## src/rtl/unified_mem_responder.sv

```systemverilog
// unified_mem_responder
// Single-port RAM shared by an instruction-fetch port and a data port.
// One access per transaction, sequenced by an IDLE/WAIT/RESP FSM with a
// configurable number of wait states. The data port has fixed priority.
// Ready strobes, load/fetch results and the error flag are registered and
// appear in the cycle after RESP.
//
// Build option:
//   MEM_ALIGN_CHECK_EN  - when defined, a data access whose byte address is
//                         not word aligned completes with d_err=1, its store
//                         is dropped and a load returns 0. When undefined the
//                         low two address bits are ignored and d_err stays 0.
module unified_mem_responder #(
  parameter int DEPTH       = 64,
  parameter int WAIT_STATES = 1
) (
  input  logic        clk,
  input  logic        reset,
  input  logic        i_req,
  input  logic [31:0] pc,
  output logic [31:0] instr,
  output logic        i_ready,
  input  logic        d_req,
  input  logic        memwrite,
  input  logic [31:0] dataadr,
  input  logic [31:0] writedata,
  output logic [31:0] readdata,
  output logic        d_ready,
  output logic        d_err
);

  localparam int AW = $clog2(DEPTH);
  // Final count value of the WAIT state; unused when there are no wait states.
  localparam logic [3:0] WS_LAST = (WAIT_STATES > 0) ? 4'(WAIT_STATES - 1) : 4'd0;

  typedef enum logic [1:0] {
    ST_IDLE = 2'd0,
    ST_WAIT = 2'd1,
    ST_RESP = 2'd2
  } state_t;

  state_t          state_q, state_d;
  logic [3:0]      cnt_q, cnt_d;
  logic [AW-1:0]   idx_q, idx_d;
  logic            we_q, we_d;
  logic [31:0]     wdata_q, wdata_d;
  logic            sel_data_q, sel_data_d;
  logic            bad_q, bad_d;
  logic [31:0]     instr_q, instr_d;
  logic [31:0]     readdata_q, readdata_d;
  logic            i_ready_q, i_ready_d;
  logic            d_ready_q, d_ready_d;
  logic            d_err_q, d_err_d;

  logic [31:0]     mem_q [DEPTH];
  logic [31:0]     rd_word_s;
  logic            misalign_s;
  logic            unused_s;

`ifdef MEM_ALIGN_CHECK_EN
  assign misalign_s = (dataadr[1:0] != 2'b00);
`else
  assign misalign_s = 1'b0;
`endif

  // Address bits outside the word index never influence the access.
  assign unused_s  = ^{pc[31:AW+2], pc[1:0], dataadr[31:AW+2], dataadr[1:0]};

  assign rd_word_s = mem_q[idx_q];

  // Next-state, transaction capture and response generation.
  always_comb begin
    state_d    = state_q;
    cnt_d      = cnt_q;
    idx_d      = idx_q;
    we_d       = we_q;
    wdata_d    = wdata_q;
    sel_data_d = sel_data_q;
    bad_d      = bad_q;
    instr_d    = instr_q;
    readdata_d = readdata_q;
    i_ready_d  = 1'b0;
    d_ready_d  = 1'b0;
    d_err_d    = 1'b0;

    case (state_q)
      ST_IDLE: begin
        cnt_d = 4'd0;
        if (d_req) begin
          // Data wins over a simultaneous fetch.
          idx_d      = dataadr[AW+1:2];
          we_d       = memwrite;
          wdata_d    = writedata;
          sel_data_d = 1'b1;
          bad_d      = misalign_s;
          state_d    = (WAIT_STATES > 0) ? ST_WAIT : ST_RESP;
        end else if (i_req) begin
          idx_d      = pc[AW+1:2];
          we_d       = 1'b0;
          wdata_d    = 32'h0000_0000;
          sel_data_d = 1'b0;
          bad_d      = 1'b0;
          state_d    = (WAIT_STATES > 0) ? ST_WAIT : ST_RESP;
        end else begin
          state_d    = ST_IDLE;
        end
      end

      ST_WAIT: begin
        if (cnt_q == WS_LAST) begin
          cnt_d   = 4'd0;
          state_d = ST_RESP;
        end else begin
          cnt_d   = cnt_q + 4'd1;
          state_d = ST_WAIT;
        end
      end

      ST_RESP: begin
        state_d = ST_IDLE;
        cnt_d   = 4'd0;
        if (sel_data_q) begin
          d_ready_d = 1'b1;
          d_err_d   = bad_q;
          if (we_q) begin
            // Stores leave the last load result in place.
            readdata_d = readdata_q;
          end else if (bad_q) begin
            readdata_d = 32'h0000_0000;
          end else begin
            readdata_d = rd_word_s;
          end
        end else begin
          i_ready_d = 1'b1;
          instr_d   = rd_word_s;
        end
      end

      default: begin
        state_d = ST_IDLE;
        cnt_d   = 4'd0;
      end
    endcase
  end

  // FSM, latched transaction and registered outputs; reset aborts any transaction.
  always_ff @(posedge clk or negedge reset) begin
    if (!reset) begin
      state_q    <= ST_IDLE;
      cnt_q      <= 4'd0;
      idx_q      <= '0;
      we_q       <= 1'b0;
      wdata_q    <= 32'h0000_0000;
      sel_data_q <= 1'b0;
      bad_q      <= 1'b0;
      instr_q    <= 32'h0000_0000;
      readdata_q <= 32'h0000_0000;
      i_ready_q  <= 1'b0;
      d_ready_q  <= 1'b0;
      d_err_q    <= 1'b0;
    end else begin
      state_q    <= state_d;
      cnt_q      <= cnt_d;
      idx_q      <= idx_d;
      we_q       <= we_d;
      wdata_q    <= wdata_d;
      sel_data_q <= sel_data_d;
      bad_q      <= bad_d;
      instr_q    <= instr_d;
      readdata_q <= readdata_d;
      i_ready_q  <= i_ready_d;
      d_ready_q  <= d_ready_d;
      d_err_q    <= d_err_d;
    end
  end

  // RAM store commits on the edge that ends RESP; contents survive reset.
  always_ff @(posedge clk) begin
    if ((state_q == ST_RESP) && sel_data_q && we_q && !bad_q) begin
      mem_q[idx_q] <= wdata_q;
    end
  end

  assign instr    = instr_q;
  assign readdata = readdata_q;
  assign i_ready  = i_ready_q;
  assign d_ready  = d_ready_q;
  assign d_err    = d_err_q;

endmodule

```

## config.mk

```make
export PLATFORM = sky130hd
export DESIGN_NAME = unified_mem_responder
export DESIGN_NICKNAME = d
export VERILOG_FILES = /design/src/rtl/unified_mem_responder.sv
export SDC_FILE = /design/constraint.sdc
export NUM_CORES = 2
export LEC_CHECK = 0
export CORE_AREA = 2 2 395 397
export CTS_CLUSTER_DIAMETER = 40
export DETAILED_ROUTE_END_ITERATION = 6
export DIE_AREA = 0 0 397 399
export GPL_ROUTABILITY_DRIVEN = 0
export PLACE_DENSITY_LB_ADDON = 0.12
export RECOVER_POWER = 100
export SLEW_MARGIN = 0
export SYNTH_ARGS = -nofsm -noshare
export SYNTH_HDL_FRONTEND = slang
export SYNTH_SLANG_ARGS = --single-unit
```

## constraint.sdc

```tcl
create_clock -name clk -period 5.7 [get_ports clk]
set_clock_uncertainty 0.2 [all_clocks]
set_input_delay 1.14 -clock clk [delete_from_list [all_inputs] [get_ports clk]]
set_output_delay 1.14 -clock clk [all_outputs]
set_load 0.005 [all_outputs]
```

# After elaboration in Yosys (flattened, before gate mapping)
# Memories as Yosys holds them, arrays and structs flattened.
# Index checks and enable logic that the tools add are counted.
# Widths: inputs -> output; s select.
[totals]
ff_bits = 114
ram_bits = 2048
in_bits = 101
output_inout_bits = 67
wordCells = 51
mem_count = 1
[op_classes]
n_addsub = 1
eq_ne = 2
muxes = 23
bitwise = 2
n_reduce_logical = 10
[memory_table]
columns = ["memory", "depth", "width", "read_ports", "rd_clocked_by_memory_dff", "write_ports", "line_no", "text"]
rows = [
  ["mem_q", 64, 32, 1, 0, 1, "55", "logic [31:0] mem_q [DEPTH];"],
]
[op_table]
columns = ["cell", "count"]
rows = [
  ["$mux 32", 3],
  ["$mux 1", 14],
  ["$mux 6", 2],
  ["$mux 4", 2],
  ["$add 4x1->4 const B", 1],
  ["$logic_not 4->1", 1],
  ["$pmux 2 s2", 1],
  ["$reduce_and 2->1", 2],
  ["$logic_and 1x1->1", 3],
  ["$reduce_and 3->1", 1],
  ["$eq 2x1->1 const B", 1],
  ["$eq 2x2->1 const B", 1],
  ["$logic_not 2->1", 1],
  ["$mux 2", 1],
  ["$not 1->1", 2],
  ["$reduce_bool 2->1", 1],
  ["$logic_not 1->1", 1],
]

# Longest topological paths before layout
[depth]
word_depth = 6
mapped_depth = 10
mapped_depth_nobuf = 6

# Worst setup path before layout
# OpenSTA, ideal clock, no wires.
[synth_path]
path_type = "reg-to-reg"
startpoint = "register idx_q[2]"
endpoint = "memory mem_q[17][0] (enable)"
setup_ps = 421
arrival_ps = 2917
path_slack_ps = 2162
stages_incl_launch_ff = 9
n_path_buf = 5
synth_period_minus_slack_ps = 3538
cell_sequence = "dfrtp_1 -> buf_6 -> buf_6 -> buf_4 -> buf_4 -> buf_2 -> nor2_1 -> nand2_1 -> nor2_1"
[synth_lines]
columns = ["element", "line_no", "text"]
rows = [
  ["start, declared", "44", "logic [AW-1:0] idx_q, idx_d;"],
  ["start signal, assigned", "164", "idx_q <= idx_d;"],
  ["end, declared", "55", ""],
]
# No word-level cell before the write port.

# Final worst setup path
[layout_path]
startpoint = "register idx_q[4]"
endpoint = "memory mem_q[55][6] (enable)"
# No word-level cell before the write port.

==> metrics.yaml <==
clock_path_buffers: 4
syn_inst: 4719
synth_edf_count: 2048
clock_latency_ns: 0.91
start_util_pct: 54.8
regArea_sq_um: 64300
drc_errors: 0
final_hold_viol_count: 0
wirelength_mm: 228
startpoint: "idx_q[4]$_DFFE_PN0P_"
syn-num-nets: 4822
synthTopCellsByCount: "2,048 x edfxtp_1, 454 x mux2i_1, 325 x a31oi_1, 175 x clkbuf_1, 146 x nand2_1"
fin_setup_tns_ns: 0
worstSetupEndpointType: "register"
cts_tree: "done"
antenna_found_initial: 10
post_cts_buffers: 0
drt_iter0_drc: 5967
post_drt_wl_per_cell_microns: 31.6
failed_checks: "capacitance limit, slew limit"
numCtsBuffers: 284
die_y_microns: 399
rsz0062_at_grt: "false"
viasPerCell: 6.52
period_minus_slack_ns: 4.92
worst_pin_slew_ns: 3.79
finalCritPeriodShare_pct: 86.4
yosysWarnings: 0
cts_hold_buf: 0
hold_class: "input pin to async pin"
cp_max_fo: 12
cts_sinks: 2160
rows: 144
clkPwrFrac_pct: 32.5
power_frac_comb_pct: 26.4
final_util_pct: 63.3
switching_power_w: 0.0176
max_slew_margin_pct: -153
p_leak_nw: 31.7
clk_pin_slew_ns: 0.06
ioPinCount: 168
grt_remaining_overflow: 0
areaGrowthSynthToFinish_pct: 15.6
vias: 47000
rr_worst_depth: 4
final_antenna_net_count: 0
grt_max_degree: 184
synth.largest_area_cell: "edfxtp_1"
worstPathRequired_ns: 6.00
yosysUniqueCellTypes: 62
rrSetupSlack_ns: 0.78
port_buffers: 114
h-tree-depth: 5
synth.most_common_cell: "edfxtp_1"
crit-reg2reg-launch: "idx_q[4]$_DFFE_PN0P_"
outcome: "finished, violations left"
cts_resized: 0
ir_drop_uv: 739
first_global_vias: 46000
pwr-share-seq_pct: 41.1
synth-seq-area-share_pct: 76.4
grt_pass1_wl_mm: 327
netSwitchingFraction_pct: 33.0
ys.flop_type: "edfxtp_1"
core-area_sq_um: 154000
start_kind: "register"
post-dp-hpwl_mm: 129
async_flop_share_pct: 5.19
drive_above_1_share_pct: 15.8
r2r-end: "mem_q[55][6]$_DFFE_PP_"
nFillCells: 10900
powerDensity_nw_per_um2: 547
setup_viol: 0
ys_ff_latch: 2160
final_net_count: 5073
crit_path_end: "mem_q[55][6]$_DFFE_PP_"
synth_area_sq_um: 84200
track_usage_pct: 28.8
cap_violations: 77
maxSlewViolCount: 3052
internal_power_w: 0.0357
multi_input_comb_area_sq_um: 18300
dr.pass1.iters: 6
die_area_sq_um: 158000
critPathKind: "register to register"
die_w_microns: 397
fmax_mhz: 203
syn_avg_cell_area_sq_um: 17.8
cts_root_buf: "clkbuf_16"
synth_top_area_share_pct: 73.1
p_total_w: 0.0532
cp.arrival_ns: 5.22
synthTopCellsByArea: "edfxtp_1 73%, mux2i_1 5.4%, dfrtp_1 3.3%"
==> metal layers <==
metal | GRT usage [%] | part of all wire (%)
met1 | 41.0 | 41
met2 | 44.8 | 47
met3 | 6.10 | 9.7
met4 | 9.07 | 2.7
met5 | 0 | 0
==> layout make-up <==
class	count	area share, %
sequential	2160	66.1
antenna	4	0.0103
inverter	6	0.0257
timing repair buffer	331	2.99
tap	2044	2.63
clock buffer	342	7.83
multi-input combinational	2187	18.8
clock inverter	146	1.57
==> worst max-delay path, stage by stage, from the launching register on <==
cell and delay, ns:
dfrtp_1 0.59, clkbuf_1 0.47, nand3b_1 0.87, nor2_1 1.59
clkbuf_1 0.76
==> cells in the final DEF, fill, tap and decap left out, types with 29 or more instances in the layout <==
cell type,instances
edfxtp_1,2048
mux2i_1,454
a31oi_1,325
clkbuf_16,294
nand2_1,145
o22a_1,123
nor2_1,110
buf_4,105
clkbuf_1,104
dfrtp_1,94
a22oi_1,92
and4_1,89
nor4b_1,89
mux2_2,74
mux4_2,73
a221oi_1,72
dlygate4sd3_1,67
o22ai_1,65
clkdlybuf4s50_1,46
a21oi_1,39
o21ai_1,39
o21ai_0,34
a22o_1,34
clkinv_2,34
clkinv_1,33
buf_12,33
nor2b_1,31
and3_1,31
nor2_4,30
a222oi_1,29
==> power groups by stage <==
stage | Clock [W] | Combinational, W | Sequential (W)
after floorplan | 0 | 0.00814 | 0.0216
after global placement | 0 | 0.0140 | 0.0218
after detailed placement | 0 | 0.0142 | 0.0219
after CTS | 0.0175 | 0.0143 | 0.0216
after global routing | 0.0181 | 0.0148 | 0.0220
final | 0.0173 | 0.0141 | 0.0219
==> sequential cells by signal, indices dropped and copies added, names as in the netlist <==
register	count
instr	32
mem_q	2048
d_ready	1
readdata	32
i_ready	1
sel_data_q	1
cnt_q	4
state_q	2
idx_q	6
we_q	1
wdata_q	32
==> stage by stage <==
stage | instance area, sq um | setup WS [ns] | instances | hold slack, ns
2_1_floorplan | 84200 | 2.16 | 4719 | 0.249
3_3_place_gp | 88800 | 1.70 | 6728 | 0.283
3_5_place_dp | 88800 | 1.68 | 6728 | 0.283
4_1_cts | 97900 | 1.65 | 7216 | 0.104
5_1_grt | 97300 | 0.748 | 7220 | 0.161
6_report | 97300 | 0.778 | 7220 | 0.129
==> logic make-up (layout without fill, tap and decap cells) <==
group | after synthesis | in the layout | share of synthesized area, %
AOI/OAI and AO/OA | 985 | 985 | 8.80
xor gates and xnor gates | 1 | 1 | 0.0104
adders and majority gates | 2 | 2 | 0.0297
buffers and inverters | 372 | 825 | 2.11
DFF | 2160 | 2160 | 76.4
muxes | 620 | 620 | 8.64
other | 1 | 5 | 0.00446
and+or+nand+nor | 578 | 578 | 4.00
==> worst min-delay path by stage <==
stage,start,slack [ns],endpoint,cells after the start
detailed placement,cnt_q[0]$_DFF_PN0_,0.28,cnt_q[0]$_DFF_PN0_,1
floorplan,cnt_q[0]$_DFF_PN0_,0.25,cnt_q[0]$_DFF_PN0_,1
finish,reset,0.13,cnt_q[2]$_DFF_PN0_,1
CTS,reset,0.10,cnt_q[3]$_DFF_PN0_,1
global placement,cnt_q[0]$_DFF_PN0_,0.28,cnt_q[0]$_DFF_PN0_,1
global route,reset,0.16,cnt_q[2]$_DFF_PN0_,1
Note: power is estimated with default switching activity, not from simulation.
